### src/rtl/output_writer_if.sv
// output_writer_if: bundles the tile-input, memory-write and status signals of output_writer.
//   slave  modport - the writer's view (tile/lane inputs, mem_wr_ready in; writes and status out)
//   master modport - the driving side (tile/lane source plus memory responder)
// Parameters: POX (16-bit lanes per word), ADDR_W (memory word-address width).
interface output_writer_if #(
  parameter int unsigned POX    = 4,
  parameter int unsigned ADDR_W = 12
);
  logic                  tile_start;
  logic [ADDR_W-1:0]     tile_base;
  logic [POX*16-1:0]     in_data;
  logic                  in_valid;
  logic                  mem_wr_en;
  logic [ADDR_W-1:0]     mem_wr_addr;
  logic [POX*16-1:0]     mem_wr_data;
  logic                  mem_wr_ready;
  logic                  tile_done;
  logic                  busy;
  logic                  err_overflow;
  logic                  err_unexpected;

  modport slave (
    input  tile_start, tile_base, in_data, in_valid, mem_wr_ready,
    output mem_wr_en, mem_wr_addr, mem_wr_data, tile_done, busy, err_overflow, err_unexpected
  );

  modport master (
    output tile_start, tile_base, in_data, in_valid, mem_wr_ready,
    input  mem_wr_en, mem_wr_addr, mem_wr_data, tile_done, busy, err_overflow, err_unexpected
  );
endinterface

### src/rtl/output_writer.sv
// output_writer: collects CHANNEL_N*POY lane words of one tile, tags each with
// base+word index and streams them to memory through a small staging FIFO.
// Ports:
//   clk    - rising-edge clock
//   rst    - asynchronous active-low reset
//   bus_io - output_writer_if.slave: tile_start/tile_base, in_data/in_valid,
//            mem_wr_en/addr/data with mem_wr_ready, tile_done, busy, sticky error flags
// Optional feature: define OUTPUT_WRITER_RELU_EN to clamp negative signed lanes to zero.
module output_writer #(
  parameter int unsigned CHANNEL_N  = 2,
  parameter int unsigned POX        = 4,
  parameter int unsigned POY        = 4,
  parameter int unsigned FIFO_DEPTH = 4,
  parameter int unsigned ADDR_W     = 12
) (
  input  logic              clk,
  input  logic              rst,
  output_writer_if.slave    bus_io
);
  localparam int unsigned Total = CHANNEL_N * POY;
  localparam int unsigned WcW   = $clog2(Total + 1);
  localparam int unsigned PtrW  = $clog2(FIFO_DEPTH);
  localparam int unsigned CntW  = $clog2(FIFO_DEPTH + 1);
  localparam int unsigned DataW = POX * 16;

  localparam logic [1:0] StIdle  = 2'd0;
  localparam logic [1:0] StRun   = 2'd1;
  localparam logic [1:0] StDrain = 2'd2;

  logic [1:0]        state_q, state_d;
  logic [ADDR_W-1:0] base_q, base_d;
  logic [WcW-1:0]    wcnt_q, wcnt_d;
  logic [CntW-1:0]   cnt_q, cnt_d;
  logic [PtrW-1:0]   wptr_q, rptr_q;
  logic              done_q, done_d;
  logic              ovf_q, ovf_d;
  logic              unx_q, unx_d;

  logic [ADDR_W-1:0] addr_mem [FIFO_DEPTH];
  logic [DataW-1:0]  data_mem [FIFO_DEPTH];

  logic              pop, push_req, push, drop;
  logic [ADDR_W-1:0] push_addr;
  logic [DataW-1:0]  proc_data;

  always_comb begin
    proc_data = bus_io.in_data;
`ifdef OUTPUT_WRITER_RELU_EN
    for (int i = 0; i < int'(POX); i++) begin
      if (bus_io.in_data[16*i+15]) proc_data[16*i +: 16] = 16'h0000;
    end
`endif
  end

  // A full FIFO still accepts a word when the head leaves in the same cycle.
  assign pop       = (cnt_q != '0) && bus_io.mem_wr_ready;
  assign push_req  = (state_q == StRun) && bus_io.in_valid;
  assign push      = push_req && ((cnt_q < CntW'(FIFO_DEPTH)) || pop);
  assign drop      = push_req && !push;
  assign push_addr = base_q + ADDR_W'(wcnt_q);

  always_comb begin
    state_d = state_q;
    base_d  = base_q;
    wcnt_d  = wcnt_q;
    done_d  = 1'b0;
    ovf_d   = ovf_q | drop;
    unx_d   = unx_q | (bus_io.in_valid && (state_q != StRun));
    cnt_d   = cnt_q + CntW'(push) - CntW'(pop);
    case (state_q)
      StIdle: begin
        if (bus_io.tile_start) begin
          state_d = StRun;
          base_d  = bus_io.tile_base;
          wcnt_d  = '0;
        end
      end
      StRun: begin
        // Dropped words still advance the index so later addresses stay aligned.
        if (bus_io.in_valid) begin
          wcnt_d = wcnt_q + WcW'(1);
          if (wcnt_q == WcW'(Total - 1)) state_d = StDrain;
        end
      end
      StDrain: begin
        // No pushes in DRAIN, so the last pop empties the FIFO.
        if (pop && (cnt_q == CntW'(1))) begin
          state_d = StIdle;
          done_d  = 1'b1;
        end
      end
      default: state_d = StIdle;
    endcase
  end

  always_ff @(posedge clk or negedge rst) begin
    if (!rst) begin
      state_q <= StIdle;
      base_q  <= '0;
      wcnt_q  <= '0;
      cnt_q   <= '0;
      wptr_q  <= '0;
      rptr_q  <= '0;
      done_q  <= 1'b0;
      ovf_q   <= 1'b0;
      unx_q   <= 1'b0;
    end else begin
      state_q <= state_d;
      base_q  <= base_d;
      wcnt_q  <= wcnt_d;
      cnt_q   <= cnt_d;
      done_q  <= done_d;
      ovf_q   <= ovf_d;
      unx_q   <= unx_d;
      if (push) wptr_q <= wptr_q + PtrW'(1);
      if (pop)  rptr_q <= rptr_q + PtrW'(1);
    end
  end

  // Storage needs no reset: outputs are gated by the occupancy count.
  always_ff @(posedge clk) begin
    if (push) begin
      addr_mem[wptr_q] <= push_addr;
      data_mem[wptr_q] <= proc_data;
    end
  end

  assign bus_io.mem_wr_en      = (cnt_q != '0);
  assign bus_io.mem_wr_addr    = (cnt_q != '0) ? addr_mem[rptr_q] : '0;
  assign bus_io.mem_wr_data    = (cnt_q != '0) ? data_mem[rptr_q] : '0;
  assign bus_io.tile_done      = done_q;
  assign bus_io.busy           = (state_q != StIdle);
  assign bus_io.err_overflow   = ovf_q;
  assign bus_io.err_unexpected = unx_q;
endmodule

### src/flat_wrapper.sv
// flat-port wrapper written by rule: the top's interface ports become plain ports
module output_writer_flat 
#(
  parameter int unsigned CHANNEL_N  = 2,
  parameter int unsigned POX        = 4,
  parameter int unsigned POY        = 4,
  parameter int unsigned FIFO_DEPTH = 4,
  parameter int unsigned ADDR_W     = 12
)
  (clk, rst, bus_io_tile_start, bus_io_tile_base, bus_io_in_data, bus_io_in_valid, bus_io_mem_wr_ready, bus_io_mem_wr_en, bus_io_mem_wr_addr, bus_io_mem_wr_data, bus_io_tile_done, bus_io_busy, bus_io_err_overflow, bus_io_err_unexpected);
  output_writer_if #(.POX(POX), .ADDR_W(ADDR_W)) bus_io_i ();
  input  logic clk;
  input  logic rst;
  input wire logic [$bits(bus_io_i.tile_start)-1:0] bus_io_tile_start;
  input wire logic [$bits(bus_io_i.tile_base)-1:0] bus_io_tile_base;
  input wire logic [$bits(bus_io_i.in_data)-1:0] bus_io_in_data;
  input wire logic [$bits(bus_io_i.in_valid)-1:0] bus_io_in_valid;
  input wire logic [$bits(bus_io_i.mem_wr_ready)-1:0] bus_io_mem_wr_ready;
  output wire logic [$bits(bus_io_i.mem_wr_en)-1:0] bus_io_mem_wr_en;
  output wire logic [$bits(bus_io_i.mem_wr_addr)-1:0] bus_io_mem_wr_addr;
  output wire logic [$bits(bus_io_i.mem_wr_data)-1:0] bus_io_mem_wr_data;
  output wire logic [$bits(bus_io_i.tile_done)-1:0] bus_io_tile_done;
  output wire logic [$bits(bus_io_i.busy)-1:0] bus_io_busy;
  output wire logic [$bits(bus_io_i.err_overflow)-1:0] bus_io_err_overflow;
  output wire logic [$bits(bus_io_i.err_unexpected)-1:0] bus_io_err_unexpected;
  assign bus_io_i.tile_start = bus_io_tile_start;
  assign bus_io_i.tile_base = bus_io_tile_base;
  assign bus_io_i.in_data = bus_io_in_data;
  assign bus_io_i.in_valid = bus_io_in_valid;
  assign bus_io_i.mem_wr_ready = bus_io_mem_wr_ready;
  assign bus_io_mem_wr_en = bus_io_i.mem_wr_en;
  assign bus_io_mem_wr_addr = bus_io_i.mem_wr_addr;
  assign bus_io_mem_wr_data = bus_io_i.mem_wr_data;
  assign bus_io_tile_done = bus_io_i.tile_done;
  assign bus_io_busy = bus_io_i.busy;
  assign bus_io_err_overflow = bus_io_i.err_overflow;
  assign bus_io_err_unexpected = bus_io_i.err_unexpected;
  output_writer #(.CHANNEL_N(CHANNEL_N), .POX(POX), .POY(POY), .FIFO_DEPTH(FIFO_DEPTH), .ADDR_W(ADDR_W)) u_core (.clk(clk), .rst(rst), .bus_io(bus_io_i));
endmodule
### config.mk
export PLATFORM = sky130hd
export DESIGN_NAME = output_writer_flat
export DESIGN_NICKNAME = d
export VERILOG_FILES = /design/src/rtl/output_writer_if.sv /design/src/rtl/output_writer.sv /design/src/flat_wrapper.sv
export SDC_FILE = /design/constraint.sdc
export NUM_CORES = 1
export LEC_CHECK = 0
export CAP_MARGIN = 0
export CORE_MARGIN = 2
export CORE_UTILIZATION = 50
export DETAILED_ROUTE_END_ITERATION = 8
export PLACE_DENSITY = 0.73
export SLEW_MARGIN = 5
export SYNTH_ARGS = -nofsm -noshare
export SYNTH_HDL_FRONTEND = slang
export SYNTH_SLANG_ARGS = --single-unit
### constraint.sdc
create_clock -name clk -period 4.5 [get_ports clk]
set_clock_uncertainty 0.2 [all_clocks]
set_input_delay 0.9 -clock clk [delete_from_list [all_inputs] [get_ports clk]]
set_output_delay 0.9 -clock clk [all_outputs]
set_load 0.05 [all_outputs]
==> results.ini <==
[worst_setup_path]
critPathMaxStageDelay_ps=720
crit_required_ps=3400
crit_fanout=17
cp_num_buf_inv=2
start_kind=flip-flop
cp_data_arrival_time_ps=2980
cp_top_family=buffers and inverters
critPathSlowestCell=clkdlybuf4s50_1
crit_path_cell_trace=buf_4, mux4_2, and2_1, clkdlybuf4s50_1
crit_path_end_kind=output port
crit_type=reg2out

[final_layout]
fill_cells=1744
nNetsFinal=903
syn2layout_area_growth_pct=25.20
seq_area_um2=9837
final_cell_mix=edfxtp_1 (304), clkdlybuf4s50_1 (161), and2_1 (77), mux4_2 (76), clkbuf_16 (37)
drive_gt1_share_pct=19.81
multi_input_area_um2=2979
fin_area_um2=16320
layout_commonest_cell=edfxtp_1

[drt]
drt-pass1-iter-count=4
drc=0
vias=6385
drtAntennaViolNets=0
wl_um=24950
drt_iter0_drc=465
vias_per_cell=5.462
wire_per_inst_um=21.35

[synth]
mappedNetlistArea_um2=13030
ys_seq_elements=332
synth_seq_area_share_pct=75.42
synth_top_area_cell=edfxtp_1
synth_top_area_share_pct=70.04
synth-main-ff-cell=edfxtp_1
synth_edf_count=304
yosysWarnings=0
syn_inst=624
syn_avg_cell_area_um2=20.89
synthDistinctLibCells=42
syn_nets=718
yosys-top-cells-area=edfxtp_1 (70%), mux4_2 (13%), dfrtp_1 (5.4%)
async_flop_share_pct=8.434

[cts]
clock-sinks=332
htree_levels=2
cts_hold_buf=0
cts.clk_slew.worst_paths_ps=60
cts_tree=done
clock_latency_ps=500
cts_buffer_depth=3
cts_resized=0
post-cts-setup-buffers=0
cts_buffers=35
clock-root-buffer=clkbuf_16

[grt]
grt_max_degree=65
track_usage_pct=18.74
antenna_found_initial=1
grt_pass1_wl_um=38140
grt_overflow=0
grt_pass1_vias=6755

[sta]
layout_min_cycle_time_ps=4079
holdWs_ps=260.0
setup_tns_ps=0
tightest_slew_ps=711.1
drv_slew=0
setup_viol=0
rsz0062_at_grt=no
layout_setup_ws_ps=421.2
min_period_over_period_pct=90.64
max_slew_margin_pct=52.45
fmax_ghz=0.2452
hold_violations=0

[run]
drv_cap=0

[floorplan]
io_pins=162
fp.coreArea_um2=25840
die_y_um=165.5
die_w_um=165.5
die-area_um2=27380
rows=59
start_util_pct=50.45

[status]
status=finished, final reports clean

[power]
power_leakage_nw=5.421
power_density_nw_per_um2=746.4
ir_worst_vdd_mv=0.5393

[place]
place_ws_ps=780.7
dp_hpwl_um=15750
gp_congestion=0.7728
portBuffers=161
placed_cell_area_um2=15120

[worst_hold_path]
hp-class=reg2reg

==> report_power, final <==
| part | total, mW | switching (mW) | internal (mW) |
|---|---|---|---|
| Sequential | 4.10 | 0.268 | 3.83 |
| Combinational | 5.13 | 3.09 | 2.04 |
| Clock | 2.95 | 1.10 | 1.85 |
==> registers in the layout, indices dropped and copies added, names as in the netlist <==
signal                        cells
u_core.base_q                    12
u_core.state_q                    2
u_core.rptr_q                     2
u_core.bus_io.err_overflow        1
u_core.wptr_q                     2
u_core.bus_io.err_unexpected      1
u_core.bus_io.tile_done           1
u_core.addr_mem                  48
u_core.wcnt_q                     4
u_core.data_mem                 256
u_core.cnt_q                      3
==> routing by layer <==
| layer | vias to the layer above | share of wire (%) | global-route usage, % |
|---|---|---|---|
| met5 | - | 0 | 0 |
| met1 | 3284 | 43 | 25.64 |
| met3 | 40 | 5.7 | 3.721 |
| met4 | 0 | 2.0 | 5.251 |
| li1 | 2853 | - | - |
| met2 | 208 | 49 | 31.06 |
==> cells by family after synthesis <==
kind of cell / share of synthesized area (%)
AOI/OAI and AO/OA: 1.190
xor gates and xnor gates: 0.9408
DFF: 75.42
adders and majority gates: 1.363
and+or+nand+nor: 5.117
muxes: 14.16
buffers and inverters: 1.814
==> cell type report <==
type,instances,share of cell area [%]
Antenna cell,1,0.01534
Multi-Input combinational cell,249,18.26
Inverter,15,0.3450
Timing Repair Buffer,176,11.18
Clock inverter,19,1.564
Clock buffer,42,5.789
Sequential cell,332,60.28
Tap cell,335,2.569
==> synthesized netlist by cell type, types with 3 or more instances <==
cell type	number
edfxtp_1	304
and2_1	81
mux4_2	76
dfrtp_1	28
inv_1	15
clkbuf_1	12
xnor2_1	12
ha_1	11
mux2_2	11
buf_2	10
nand2_1	10
o21ai_0	6
a21oi_1	5
nand3_1	3
==> path summary, 6_finish.rpt <==
| path | startpoint | endpoint | slack, ps | depth (start not counted) |
|---|---|---|---|---|
| setup reg to reg | u_core.cnt_q[2] | u_core.cnt_q[2] | 1440 | 9 |
| hold reg to reg | u_core.bus_io.err_unexpected | u_core.bus_io.err_unexpected | 260 | 1 |
| hold / removal | u_core.bus_io.err_unexpected | u_core.bus_io.err_unexpected | 260 | 1 |
| min in group asynchronous | rst | u_core.base_q[5] | 620 | 1 |
| setup / recovery | u_core.rptr_q[0] | bus_io_mem_wr_addr[7] | 420 | 4 |
| max in group asynchronous | rst | u_core.base_q[2] | 2810 | 2 |
==> stage by stage <==
step	instances	total power [mW]	utilization, %
after CTS	1168	12.33	63.15
after floorplan	624	7.722	-
after global placement	1107	9.260	58.50
after detailed placement	1107	9.348	58.50
final	1169	12.18	63.16
after global routing	1168	12.70	63.15
No activity file was read; power rests on OpenSTA's default activity.
